**src/rtl/product_accumulator.sv**
```systemverilog
// -----------------------------------------------------------------------------
// product_accumulator
//   Sums a programmed number of unsigned products, such as those from the 4x4
//   multiplier, into a wider accumulator. It then holds the result until the
//   downstream side takes it. Both sides use a valid/ready handshake, and the
//   block runs in a single clock domain.
//
//   Ports
//     clk         rising-edge clock
//     rst         synchronous, active-high reset
//     start       begin a new accumulation (honoured in IDLE only)
//     num_terms   number of products to sum, sampled with start
//     prod_valid  product input valid
//     prod_ready  accumulator accepts a product (high in ACCUM)
//     product     unsigned product input
//     acc_out     accumulated sum, meaningful while out_valid is high
//     out_valid   result available
//     out_ready   downstream takes the result
//     overflow    sticky carry out of the accumulator MSB during this run
//     busy        high in ACCUM and DONE
// -----------------------------------------------------------------------------
module product_accumulator #(
  parameter int PROD_WIDTH = 8,
  parameter int ACC_WIDTH  = 16,
  parameter int MAX_TERMS  = 15,
  localparam int NT_W      = $clog2(MAX_TERMS + 1)
) (
  input  logic                  clk,
  input  logic                  rst,
  input  logic                  start,
  input  logic [NT_W-1:0]       num_terms,
  input  logic                  prod_valid,
  output logic                  prod_ready,
  input  logic [PROD_WIDTH-1:0] product,
  output logic [ACC_WIDTH-1:0]  acc_out,
  output logic                  out_valid,
  input  logic                  out_ready,
  output logic                  overflow,
  output logic                  busy
);

  typedef enum logic [1:0] {
    S_IDLE  = 2'd0,
    S_ACCUM = 2'd1,
    S_DONE  = 2'd2
  } state_t;

  state_t               r_state;
  logic [NT_W-1:0]      r_cnt;
  logic [ACC_WIDTH-1:0] r_acc;
  logic                 r_ovf;
  logic                 r_prod_ready;
  logic                 r_out_valid;
  logic                 r_busy;
  logic [ACC_WIDTH:0]   w_sum;

  // Zero-extends the product and adds it to the accumulator. The extra MSB of
  // the result is the carry that flags wrap-around.
  function automatic logic [ACC_WIDTH:0] acc_add(
    input logic [ACC_WIDTH-1:0]  a,
    input logic [PROD_WIDTH-1:0] p
  );
    logic [ACC_WIDTH:0] ext_a;
    logic [ACC_WIDTH:0] ext_p;
    ext_a                 = {1'b0, a};
    ext_p                 = '0;
    ext_p[PROD_WIDTH-1:0] = p;
    return ext_a + ext_p;
  endfunction

  assign w_sum = acc_add(r_acc, product);

  // The handshake outputs are registered alongside the state. This keeps
  // prod_ready independent of prod_valid.
  always_ff @(posedge clk) begin
    if (rst) begin
      r_state      <= S_IDLE;
      r_cnt        <= '0;
      r_acc        <= '0;
      r_ovf        <= 1'b0;
      r_prod_ready <= 1'b0;
      r_out_valid  <= 1'b0;
      r_busy       <= 1'b0;
    end else begin
      case (r_state)
        S_IDLE: begin
          if (start) begin
            r_acc  <= '0;
            r_ovf  <= 1'b0;
            r_cnt  <= num_terms;
            r_busy <= 1'b1;
            if (num_terms == '0) begin
              // With an empty run, go straight to DONE with a zero result.
              r_state     <= S_DONE;
              r_out_valid <= 1'b1;
            end else begin
              r_state      <= S_ACCUM;
              r_prod_ready <= 1'b1;
            end
          end
        end

        S_ACCUM: begin
          if (prod_valid) begin
            r_acc <= w_sum[ACC_WIDTH-1:0];
            if (w_sum[ACC_WIDTH]) begin
              r_ovf <= 1'b1;
            end
            r_cnt <= r_cnt - NT_W'(1);
            if (r_cnt == NT_W'(1)) begin
              r_state      <= S_DONE;
              r_prod_ready <= 1'b0;
              r_out_valid  <= 1'b1;
            end
          end
        end

        S_DONE: begin
          // A start that arrives here together with out_ready is dropped on
          // purpose. A new run needs a fresh start pulse in IDLE.
          if (out_ready) begin
            r_state     <= S_IDLE;
            r_out_valid <= 1'b0;
            r_busy      <= 1'b0;
          end
        end

        default: begin
          r_state      <= S_IDLE;
          r_prod_ready <= 1'b0;
          r_out_valid  <= 1'b0;
          r_busy       <= 1'b0;
        end
      endcase
    end
  end

  assign prod_ready = r_prod_ready;
  assign out_valid  = r_out_valid;
  assign busy       = r_busy;
  assign acc_out    = r_acc;
  assign overflow   = r_ovf;

endmodule

```
**config.mk**
```make
export PLATFORM = sky130hd
export DESIGN_NAME = product_accumulator
export DESIGN_NICKNAME = d
export VERILOG_FILES = /design/src/rtl/product_accumulator.sv
export SDC_FILE = /design/constraint.sdc
export NUM_CORES = 1
export LEC_CHECK = 0
export ABC_AREA = 1
export CAP_MARGIN = 20
export CORE_MARGIN = 3
export CORE_UTILIZATION = 45
export CTS_BUF_LIST = sky130_fd_sc_hd__clkbuf_8
export DETAILED_ROUTE_END_ITERATION = 10
export PLACE_DENSITY = 0.72
export SYNTH_ARGS = -nofsm -noshare
export SYNTH_HDL_FRONTEND = slang
export SYNTH_SLANG_ARGS = --single-unit
```
**constraint.sdc**
```tcl
create_clock -name clk -period 2.94 [get_ports clk]
set_clock_uncertainty 0.1 [all_clocks]
set_input_delay 0.588 -clock clk [delete_from_list [all_inputs] [get_ports clk]]
set_output_delay 0.588 -clock clk [all_outputs]
set_load 0.03 [all_outputs]
```
==> out/results.txt <==
The run finished with clean final reports. The part of the total power dissipated in combinational logic was 0.462; the detail-routed via count per cell was 4.79. The fraction of power spent switching nets is 0.414, and the post-route non-filler standard cell count is 360. At the end of routability-driven placement, the weighted congestion stood at 0.848. After synthesis the netlist holds a flip-flop and latch count of 26. Final hold analysis gives a worst-case slack of 351 ps. On the worst path, the slowest cell contributes a delay of 460 ps. For the number of post-CTS setup repair buffers, the log shows 0.

The worst-case IR drop observed on VDD is 0.000378 V. The reg-to-reg endpoint is acc_out[10]$_SDFFE_PP0P_. The tools report the wire length of the first global-routing pass as 7110 um. Input and output buffers added on the ports amount to 36.

The synthesis warning total is 0. Fraction of final layout cells with drive strength greater than 1: 0.0481. The critical setup path kind is in2reg. The tools report the initial core utilization as 0.477.

Setup repair after global routing left no endpoint under its margin. The die boundary height is 68.7 um. The origin of the worst min-delay path was out_valid$_SDFFE_PP0P_.

The shortest clock period the worst path allows after layout came out at 2440 ps. Traced cell by cell, the critical path runs through clkdlybuf4s50_1, ha_1, inv_1, fa_1, inv_1, nand2_1, nand2_1, nand3_1, nand2_1, nand2_1, nor3_1, nor2_1. The tools report the total overflow reported by the global router as 0. The type of destination of the critical path is a flop. The average instance area after synthesis was 6.44 um^2; the switching power summed over all nets was 0.000531 W. The tree is rooted in a sky130_fd_sc_hd__clkbuf_8.

For the total global-route track usage, the log shows 0.197. Static timing analysis puts the maximum clock frequency at 411 MHz. After floorplanning, the core was divided into 22 placement rows. The launch point of the worst path was product[0].

For the number of global-route vias before repair, the log shows 1,620. Once detail routing completed, the nets flagged for antenna violations numbered 0. The area growth from synthesis to layout is 25.1%. The type of origin of the critical path was an input pin. TritonCTS built the clock tree.

The share of power burned in the clock network was 0.180. Along the worst hold path, the cell count comes to 2. After detailed routing, the total wire length is 3970 um. The count of final setup violators was 0.

With fillers left out, the area of the finished cells amounts to 2220 um^2. The internal power contribution was 0.000752 W. The cell area after technology mapping is 1770 um^2, and the pin slew with the least headroom to its limit is 491 ps. The class of the most critical hold timing path was reg2reg.

The total placed instance area is 2160 um^2, and the clock latency on the worst-skew pair is 270 ps. For the number of instances resized during post-cts repair, the log shows 0. After detailed routing, the average wire length per cell comes to 11.0 um. The run gives 0 as the total count of hold-check failures in the final report.

Clock-pin slew reported for the worst setup and hold paths after clock tree synthesis: 90 ps. The most frequent cell on the critical path is sky130_fd_sc_hd__nand2_1. The first TritonRoute pass finished after 4 iterations. After synthesis, the netlist uses 31 different library cells.

Synthesis produced a netlist whose cell count is 275. After detailed routing, the number of remaining DRC violations is 0. Clock tree buffer depth: 2. The pin count of the biggest net entering global routing came out at 18.

The max-slew violation count was 0. After detailed placement, the design holds a cell count of 356. Worst-case headroom to the max-slew limit: 0.671.

For this block, the initial DRC count from the detailed router was 110. At the worst endpoint, the required time is 3010 ps. Power spread over the standard cell area amounts to 578 nW/um^2.

The cell count of the worst reg-to-reg path works out to 11. The slack of the worst reg-to-reg path is 900 ps. For the worst setup path, the data arrival time is 2510 ps. The full die area was 4730 um^2.

The run gives 0 as the total of hold buffers inserted after clock tree synthesis. The tree built by TritonCTS fans out to 26 sinks. The run gives 341 as the net count of the finished layout.

The startpoint identified for the worst register-to-register timing path is acc_out[0]$_SDFFE_PP0P_. For the initial antenna violation count, the log shows 0. The detailed router placed 1,726 vias in this run. Slowest cell on the critical path: sky130_fd_sc_hd__clkdlybuf4s50_1.

The register area share after synthesis came out at 0.294. The synthesized netlist net count came out at 303. The worst hold path terminates at out_valid$_SDFFE_PP0P_.

The final clock period utilization by the worst path is 0.829, and the max-capacitance violation count is 0. Summed over all cells, the static leakage comes to 1.03 nW. In this run the worst path has a maximum fanout of 5. The number of placed I/O pins was 37; the floorplan die width was 68.7 um. The total area inside the core boundary comes to 3720 um^2.

For the number of buffers added by the clock tree synthesis step, the log shows 3. The tools report the post-layout utilization of the core as 0.597. The sequential group share of total power came out at 0.357. The number of levels the H-tree was split into is 1, and the final total negative setup slack is 0 ps. The tools report the antenna diode count as 0. Detailed placement ended at an HPWL of 3100 um.
==> worst max-delay path, delay by kind of cell <==
kind          cells  cell delay, ps
fa+ha+maj         2             550
buf+inv           3             610
simple gates      7             750
==> registers in the layout (all words and copies together) (netlist names) <==
| register | count |
|---|---|
| overflow | 1 |
| r_cnt | 4 |
| r_state | 2 |
| busy | 1 |
| acc_out | 16 |
| out_valid | 1 |
| prod_ready | 1 |
==> cells by family after synthesis <==
kind of cell | share of synthesized area
adders and majority gates | 0.0819
buffers and inverters | 0.119
xor gates and xnor gates | 0.00989
and+or+nand+nor | 0.381
DFF | 0.294
AOI/OAI and AO/OA | 0.114
==> cells in the final DEF (no fill, tap or decap), types with 3 or more instances in the layout <==
master / netlist / routed
sky130_fd_sc_hd__nor2_1: 34 / 34
sky130_fd_sc_hd__nand3b_1: 5 / 5
sky130_fd_sc_hd__clkdlybuf4s50_1: 0 / 36
sky130_fd_sc_hd__nand3_1: 18 / 18
sky130_fd_sc_hd__nand2_1: 80 / 80
sky130_fd_sc_hd__ha_1: 10 / 10
sky130_fd_sc_hd__o21ai_0: 8 / 8
sky130_fd_sc_hd__o21ai_1: 3 / 3
sky130_fd_sc_hd__dfxtp_1: 26 / 26
sky130_fd_sc_hd__clkbuf_8: 0 / 4
sky130_fd_sc_hd__inv_1: 44 / 44
sky130_fd_sc_hd__a21oi_1: 18 / 18
sky130_fd_sc_hd__a31oi_1: 3 / 3
sky130_fd_sc_hd__nor3_1: 4 / 4
==> routing by layer <==
metal	track usage	wire (um)	vias up	share of wire
met3	0.0454	198	2	0.050
met2	0.318	1810	33	0.46
met5	0	0	-	0
met1	0.263	1930	749	0.49
li1	-	-	942	-
met4	0.0487	27	0	0.0068
==> how the worst max path moves through the flow <==
stage | endpoint | slack [ps] | depth (start not counted)
floorplan | acc_out[10]$_SDFFE_PP0P_ | 920 | 11
global placement | acc_out[10]$_SDFFE_PP0P_ | 320 | 12
detailed placement | acc_out[10]$_SDFFE_PP0P_ | 250 | 12
CTS | acc_out[14]$_SDFFE_PP0P_ | 530 | 13
global route | acc_out[10]$_SDFFE_PP0P_ | 280 | 13
finish | acc_out[10]$_SDFFE_PP0P_ | 500 | 12
==> area by class of cell <==
class,count,area [um^2]
inverter,47,181
timing repair buffer,36,360
clock buffer,4,55.1
fill,374,1500
multi-input combinational,199,1040
sequential,26,520
tap,48,60.1
==> synthesized netlist by cell type <==
library cell | count | area, um^2
sky130_fd_sc_hd__nand2_1 | 80 | 300
sky130_fd_sc_hd__inv_1 | 44 | 165
sky130_fd_sc_hd__nor2_1 | 34 | 128
sky130_fd_sc_hd__dfxtp_1 | 26 | 521
sky130_fd_sc_hd__a21oi_1 | 18 | 90.1
sky130_fd_sc_hd__nand3_1 | 18 | 90.1
sky130_fd_sc_hd__ha_1 | 10 | 125
sky130_fd_sc_hd__o21ai_0 | 8 | 40.0
sky130_fd_sc_hd__nand3b_1 | 5 | 37.5
sky130_fd_sc_hd__nor3_1 | 4 | 20.0
sky130_fd_sc_hd__a31oi_1 | 3 | 18.8
sky130_fd_sc_hd__o21ai_1 | 3 | 15.0
sky130_fd_sc_hd__inv_2 | 2 | 7.51
sky130_fd_sc_hd__nand4_1 | 2 | 12.5
sky130_fd_sc_hd__nor2_8 | 2 | 40.0
sky130_fd_sc_hd__a211oi_1 | 1 | 7.51
sky130_fd_sc_hd__buf_6 | 1 | 11.3
sky130_fd_sc_hd__buf_8 | 1 | 15.0
sky130_fd_sc_hd__clkbuf_1 | 1 | 3.75
sky130_fd_sc_hd__fa_1 | 1 | 20.0
sky130_fd_sc_hd__inv_6 | 1 | 8.76
sky130_fd_sc_hd__nand2_4 | 1 | 11.3
sky130_fd_sc_hd__nand4_2 | 1 | 12.5
sky130_fd_sc_hd__nor2_4 | 1 | 11.3
sky130_fd_sc_hd__o21ba_2 | 1 | 10.0
sky130_fd_sc_hd__o21bai_1 | 1 | 7.51
sky130_fd_sc_hd__o22ai_2 | 1 | 12.5
sky130_fd_sc_hd__or2_0 | 1 | 6.26
sky130_fd_sc_hd__or2_2 | 1 | 6.26
sky130_fd_sc_hd__xnor2_1 | 1 | 8.76
sky130_fd_sc_hd__xor2_1 | 1 | 8.76
==> through the flow <==
| step | total power (W) | setup WS [ps] |
|---|---|---|
| finish | 0.00128 | 504 |
| global route | 0.00140 | 282 |
| CTS | 0.00130 | 530 |
| detailed placement | 0.00106 | 246 |
| global placement | 0.00106 | 324 |
| floorplan | 0.000920 | 919 |
==> power by group through the flow <==
stage               Clock (W)  Combinational, W  Sequential, W
floorplan                   0          0.000401       0.000519
global placement            0          0.000591       0.000465
detailed placement          0          0.000593       0.000467
CTS                  0.000244          0.000594       0.000459
global route         0.000261          0.000670       0.000468
finish               0.000231          0.000593       0.000458
No activity file was read; power rests on OpenSTA's default activity.
